## config.mk

```make
export PLATFORM = sky130hd
export DESIGN_NAME = vr_pack
export DESIGN_NICKNAME = d
export VERILOG_FILES = /design/src/rtl/vr_pack.sv
export SDC_FILE = /design/constraint.sdc
export NUM_CORES = 1
export LEC_CHECK = 0
export ABC_AREA = 1
export CAP_MARGIN = 20
export CORE_MARGIN = 5
export CORE_UTILIZATION = 50
export DETAILED_ROUTE_END_ITERATION = 12
export GPL_TIMING_DRIVEN = 1
export HOLD_SLACK_MARGIN = 0.02
export PLACE_DENSITY = 0.75
export SETUP_SLACK_MARGIN = 0.2
export SKIP_LAST_GASP = 1
export SLEW_MARGIN = 20
export SYNTH_ARGS = -nofsm -noshare
export SYNTH_HDL_FRONTEND = slang
export SYNTH_SLANG_ARGS = --single-unit
```

## constraint.sdc

```tcl
create_clock -name clk -period 2.95 [get_ports clk]
set_clock_uncertainty 0.1 [all_clocks]
set_input_delay 0.885 -clock clk [delete_from_list [all_inputs] [get_ports clk]]
set_output_delay 0.885 -clock clk [all_outputs]
set_load 0.05 [all_outputs]
```

## src/rtl/vr_pack.sv

```systemverilog
// vr_pack: valid/ready width upsizer.
// Packs RATIO WIDTH-bit words, little-endian, into one wide word.
module vr_pack #(
  parameter int WIDTH = 16,
  parameter int RATIO = 4
) (
  input  logic                   clk,
  input  logic                   rst_n,
  input  logic                   in_valid,
  input  logic [WIDTH-1:0]       in_data,
  output logic                   in_rdy,
  output logic                   out_valid,
  output logic [RATIO*WIDTH-1:0] out_data,
  input  logic                   out_rdy
);

  if (RATIO < 2) begin : g_bad_ratio
    $error("vr_pack: RATIO must be >= 2");
  end

  localparam int CW = (RATIO > 2) ? $clog2(RATIO) : 1;
  localparam logic [CW-1:0] LAST = CW'(RATIO - 1);

  logic                       run;
  logic [CW-1:0]              count;
  logic [(RATIO-1)*WIDTH-1:0] acc;
  logic                       in_xfer;
  logic                       out_xfer;

  // Ready depends on registers only, never on out_rdy.
  assign in_rdy   = run && !(count == LAST && out_valid);
  assign in_xfer  = in_valid && in_rdy;
  assign out_xfer = out_valid && out_rdy;

  always_ff @(posedge clk or negedge rst_n) begin
    if (!rst_n) begin
      run       <= 1'b0;
      count     <= '0;
      acc       <= '0;
      out_valid <= 1'b0;
      out_data  <= '0;
    end else begin
      run <= 1'b1;
      if (out_xfer)
        out_valid <= 1'b0;
      if (in_xfer) begin
        if (count == LAST) begin
          out_data  <= {in_data, acc};
          out_valid <= 1'b1;
          count     <= '0;
        end else begin
          for (int i = 0; i < RATIO - 1; i++)
            if (count == CW'(i))
              acc[i*WIDTH +: WIDTH] <= in_data;
          count <= count + 1'b1;
        end
      end
    end
  end

endmodule

```

* After elaboration in Yosys (flattened, before gate mapping)
Cells that the tools add are included.
** Word-level totals
- Bits of input ports :: 20
- Bits in registers :: 116
- Logic and storage cells :: 26
** Cells by class
- Bitwise operators :: 1
- $add $sub $neg :: 1
- Multiplexer cells :: 4
- Equality and inequality tests :: 3
- Reduce and logical (&&, ||, !) cells :: 10
** Operators by type and width (number)
- $reduce_and A3 Y1 :: 3
- $eq A2 B2 Y1 const B :: 2
- $logic_and A1 B1 Y1 :: 4
- $mux W1 :: 3
- $add A2 B1 Y2 const B :: 1
- $eq A2 B1 Y1 const B :: 1
- $logic_not A2 Y1 :: 1
- $mux W2 :: 1
- $reduce_and A2 Y1 :: 1
- $logic_not A1 Y1 :: 1
- $not A1 Y1 :: 1

* Depth between registers and ports, before layout
- Word-level depth :: 6
- Mapped depth :: 8

* Worst setup path before layout
OpenSTA, ideal clock, no wires.
- Path kind :: flip-flop to output port
- Start point :: register count[0]
- End point :: output in_rdy
- Path buffers :: 0
- Data arrival time :: 1.181 ns
- Required time :: 1.965 ns
- Cell stages (with the launch flop) :: 4
- Slack :: 0.784 ns
- Cell sequence :: dfrtp_1 ha_1 nand2_2 and2_1
** Between the ends
- Cells in the longest elaborated chain, start to end :: 4
** RTL lines
- from (decl) :: line 25 : logic [CW-1:0] count;
- from (signal assigned) :: line 55 : count <= count + 1'b1;
- $eq A2 B2 Y1 :: line 31 : assign in_rdy = run && !(count == LAST && out_valid);
- $logic_and A1 B1 Y1 :: line 31
- $logic_not A1 Y1 :: line 31
- $logic_and A1 B1 Y1 :: line 31
- to (decl) :: line 11 : output logic in_rdy,
Every way passes these cells.

* Worst setup path after layout
- Start point :: register out_data[52]
- End point :: output out_data[52]
** RTL lines
- from (decl) :: line 13 : output logic [RATIO*WIDTH-1:0] out_data,
- from (signal assigned) :: line 48 : out_data <= {in_data, acc};
No word-level cell between the ends.

==> run metrics <==
run status=finished, final reports clean; Hold Crit Class=input pin to asynchronous set/reset pin; # diodes=0; Pint=5.307 mW; chain of cells forming the critical path=clkdlybuf4s50_1; Fillers=728; LEAKAGE=3.098 nW; layout cells sized above 1=7.167%; multi-input logic area=0.001465 mm²; max-slew violation count=0; setup TNS=0 ps; die area=0.01167 mm²; DR vias=3735; Period minus WS final=2704 ps; period utilization=91.67%; Yosys Warn Count=0; Post-Synth Simple-Gate Area=14.90%; Pre-antenna DRT Iters=7; Sw Ratio=41.96%; setup violators final=0; area of the core=0.009284 mm²; share of power burned in registers=30.1%; nature of the critical path endpoint=output port; IO Pins=86; Num CTS Buffers=17; clock power share=25.2%; Reg clk slew, reported paths=60 ps; Die Width=108.0 µm; initial core utilization=51.75%; Clock Latency Late Sink=510 ps; routed len/inst=16.04 µm; Slowest cell on crit path=clkdlybuf4s50_1; Synth Area in Compound Gates=14.48%; net switching power=3.838 mW; RR Startpoint=count[0]$_DFFE_PN0N_; standard-cell rows=35; syn nets=532; Hold Fails Final Rpt=0; Worst R2R End=acc[39]$_DFFE_PN0P_; HPWL Detailed=7.472 mm; fraction of registers with async set/reset=100.0%; main area contributors after synthesis=dfrtp_1 60%, nand2_1 8.8%, o21bai_1 7.5%, o21ai_1 6.4%, inv_1 5.5%; RSZ-0062 raised after global routing=false; sequential share of the synthesized area=60.42%; Post-synth EDFFs=0; final cell count without fillers=729; largest family of logic cells by synthesized area=simple AND/OR/NAND/NOR gates; Peak VDD IR=0.0009235 V; WL final=11.69 mm; Commonest cells post-synth=116 x dfrtp_1, 113 x nand2_1, 71 x inv_1; Post-Layout Inst Area=0.006404 mm²; Root Driver=clkbuf_8; FF-to-FF setup slack=720 ps; Synth Instances=508; Worst path max stage delay=830 ps; worst relative slew slack=52.41%; Post-Synth XOR/XNOR Area=0%; CP top delay family=buffers and inverters; Max Cap Violations=0; crit path kind=flop to output port; Post-CTS Setup Inserts=0; CTS Sinks=116; number of hold buffers added after CTS=0; post-synthesis adder-cell area fraction=1.042%; nets=611; CP Buf/Inv Count=1; post-synth top area share=60.42%; routability cong.=0.7976; number of global-route vias before repair=3877; pin count of the biggest net entering global routing=79; dpl cells=697; Synth area leader=dfrtp_1; ys flop type=dfrtp_1; Critical path origin=out_data[52]$_DFFE_PN0P_; CP arrival=1720 ps; CP Depth=1; combinational share of power=44.7%; first-pass GRT wire length=19.33 mm; Resized cells post-CTS=0; DRC errors left=0; Total GRT Usage=21.40%; CP Launch Type=flop; register area=0.002903 mm²; Avg Synthesized Cell Area=9.458 µm²; Worst Max-Slew Pin Slew=713.9 ps; CTS tree=yes; Die H=108.0 µm; initial antenna violation count=0; grt ovf=0; register bit total from synthesis=116; Iteration-0 DRC Markers=211; Area growth, synth to finish=33.28%; achievable clock frequency=369.8 MHz; htree depth=4; R2R depth=5; mux share of post-synthesis cell area=0%; count leader, synth=dfrtp_1; Clock Tree Buf Depth=2; Critical Path RT=1970 ps; total power draw=9.145 mW; post-synth cell types=22; Placed Area=0.005739 mm²; Syn Std Cell Area=0.004805 mm²; antenna viol nets, final=0; Max Fanout on Critical Path=2; Vias per Instance=5.123; worst setup path endpoint=out_data[52]; PortBufs=85; cell area power density=1428 mW/mm²
-- flip-flops by register name (all words and copies together) (netlist names) --
name and cells:
acc 48, count 2, out_data 64, out_valid 1
run 1
-- kinds of logic after synthesis --
kind of cell | after synthesis
AND/OR/NAND/NOR | 168
adder cells (fa/ha/maj) | 4
AO/OA/AOI/OAI | 115
other | 1
flip-flops | 116
buffers and inverters | 104
-- worst min-delay path by stage --
stage                                         from                  endpoint  slack [ps]  depth (start not counted)
after floorplan                acc[35]$_DFFE_PN0P_  out_data[35]$_DFFE_PN0P_         380                          2
after detailed placement  out_data[34]$_DFFE_PN0P_  out_data[34]$_DFFE_PN0P_         380                          2
after global routing                         rst_n  out_data[31]$_DFFE_PN0P_          40                          1
after global placement    out_data[27]$_DFFE_PN0P_  out_data[27]$_DFFE_PN0P_         370                          2
after CTS                                    rst_n  out_data[31]$_DFFE_PN0P_          40                          1
final                                        rst_n  out_data[31]$_DFFE_PN0P_          60                          1
-- per-layer routing --
metal | GRT usage [%] | vias up | wire length [µm]
li1 | - | 1770 | -
met5 | 0 | - | 0
met2 | 34.41 | 110 | 5669
met3 | 5.493 | 14 | 637
met1 | 28.80 | 1841 | 5268
met4 | 6.402 | 0 | 119
-- placed cells by master, fill, tap and decap left out, types with 2 or more instances in the layout --
master	synthesis	layout
dfrtp_1	116	116
nand2_1	113	113
clkdlybuf4s50_1	0	83
inv_1	71	71
o21ai_1	61	61
o21bai_1	48	48
nand3_1	48	48
clkbuf_16	0	16
buf_4	2	7
bufinv_16	0	6
o21ai_0	5	5
ha_1	4	4
clkbuf_8	0	4
clkbuf_1	8	3
buf_12	0	3
clkinv_2	0	2
-- worst register-to-register path, delay by kind of cell (launching register included) --
| kind | cells | cell delay (ps) |
|---|---|---|
| buffers and inverters | 2 | 610 |
| AO/OA/AOI/OAI | 1 | 280 |
| AND/OR/NAND/NOR | 1 | 80 |
| flip-flops | 1 | 430 |
| adder cells (fa/ha/maj) | 1 | 610 |
-- through the flow --
stage	hold slack [ps]	util, %	worst slack [ps]
floorplan	383.2	-	783.7
global placement	371.6	61.82	505.7
detailed placement	377.4	61.82	381.1
CTS	42.60	68.98	233.0
global route	44.76	68.98	203.4
finish	57.29	68.98	245.9
-- power by group through the flow --
| stage | clock network (mW) | logic [mW] | registers [mW] |
|---|---|---|---|
| 2_1_floorplan | 0 | 1.26 | 4.23 |
| 3_3_place_gp | 0 | 3.99 | 2.74 |
| 3_5_place_dp | 0 | 4.08 | 2.76 |
| 4_1_cts | 2.33 | 4.13 | 2.75 |
| 5_1_grt | 2.40 | 4.38 | 2.84 |
| 6_report | 2.30 | 4.09 | 2.75 |
-- cell type report --
| cell class | instances | share of cell area, % |
|---|---|---|
| clock buffer | 23 | 7.288 |
| clock inverter | 9 | 3.087 |
| inverter | 71 | 4.162 |
| multi-input combinational | 288 | 22.88 |
| sequential | 116 | 45.33 |
| tap | 129 | 2.521 |
| timing repair buffer | 93 | 14.73 |
No activity file was read; power rests on OpenSTA's default activity.
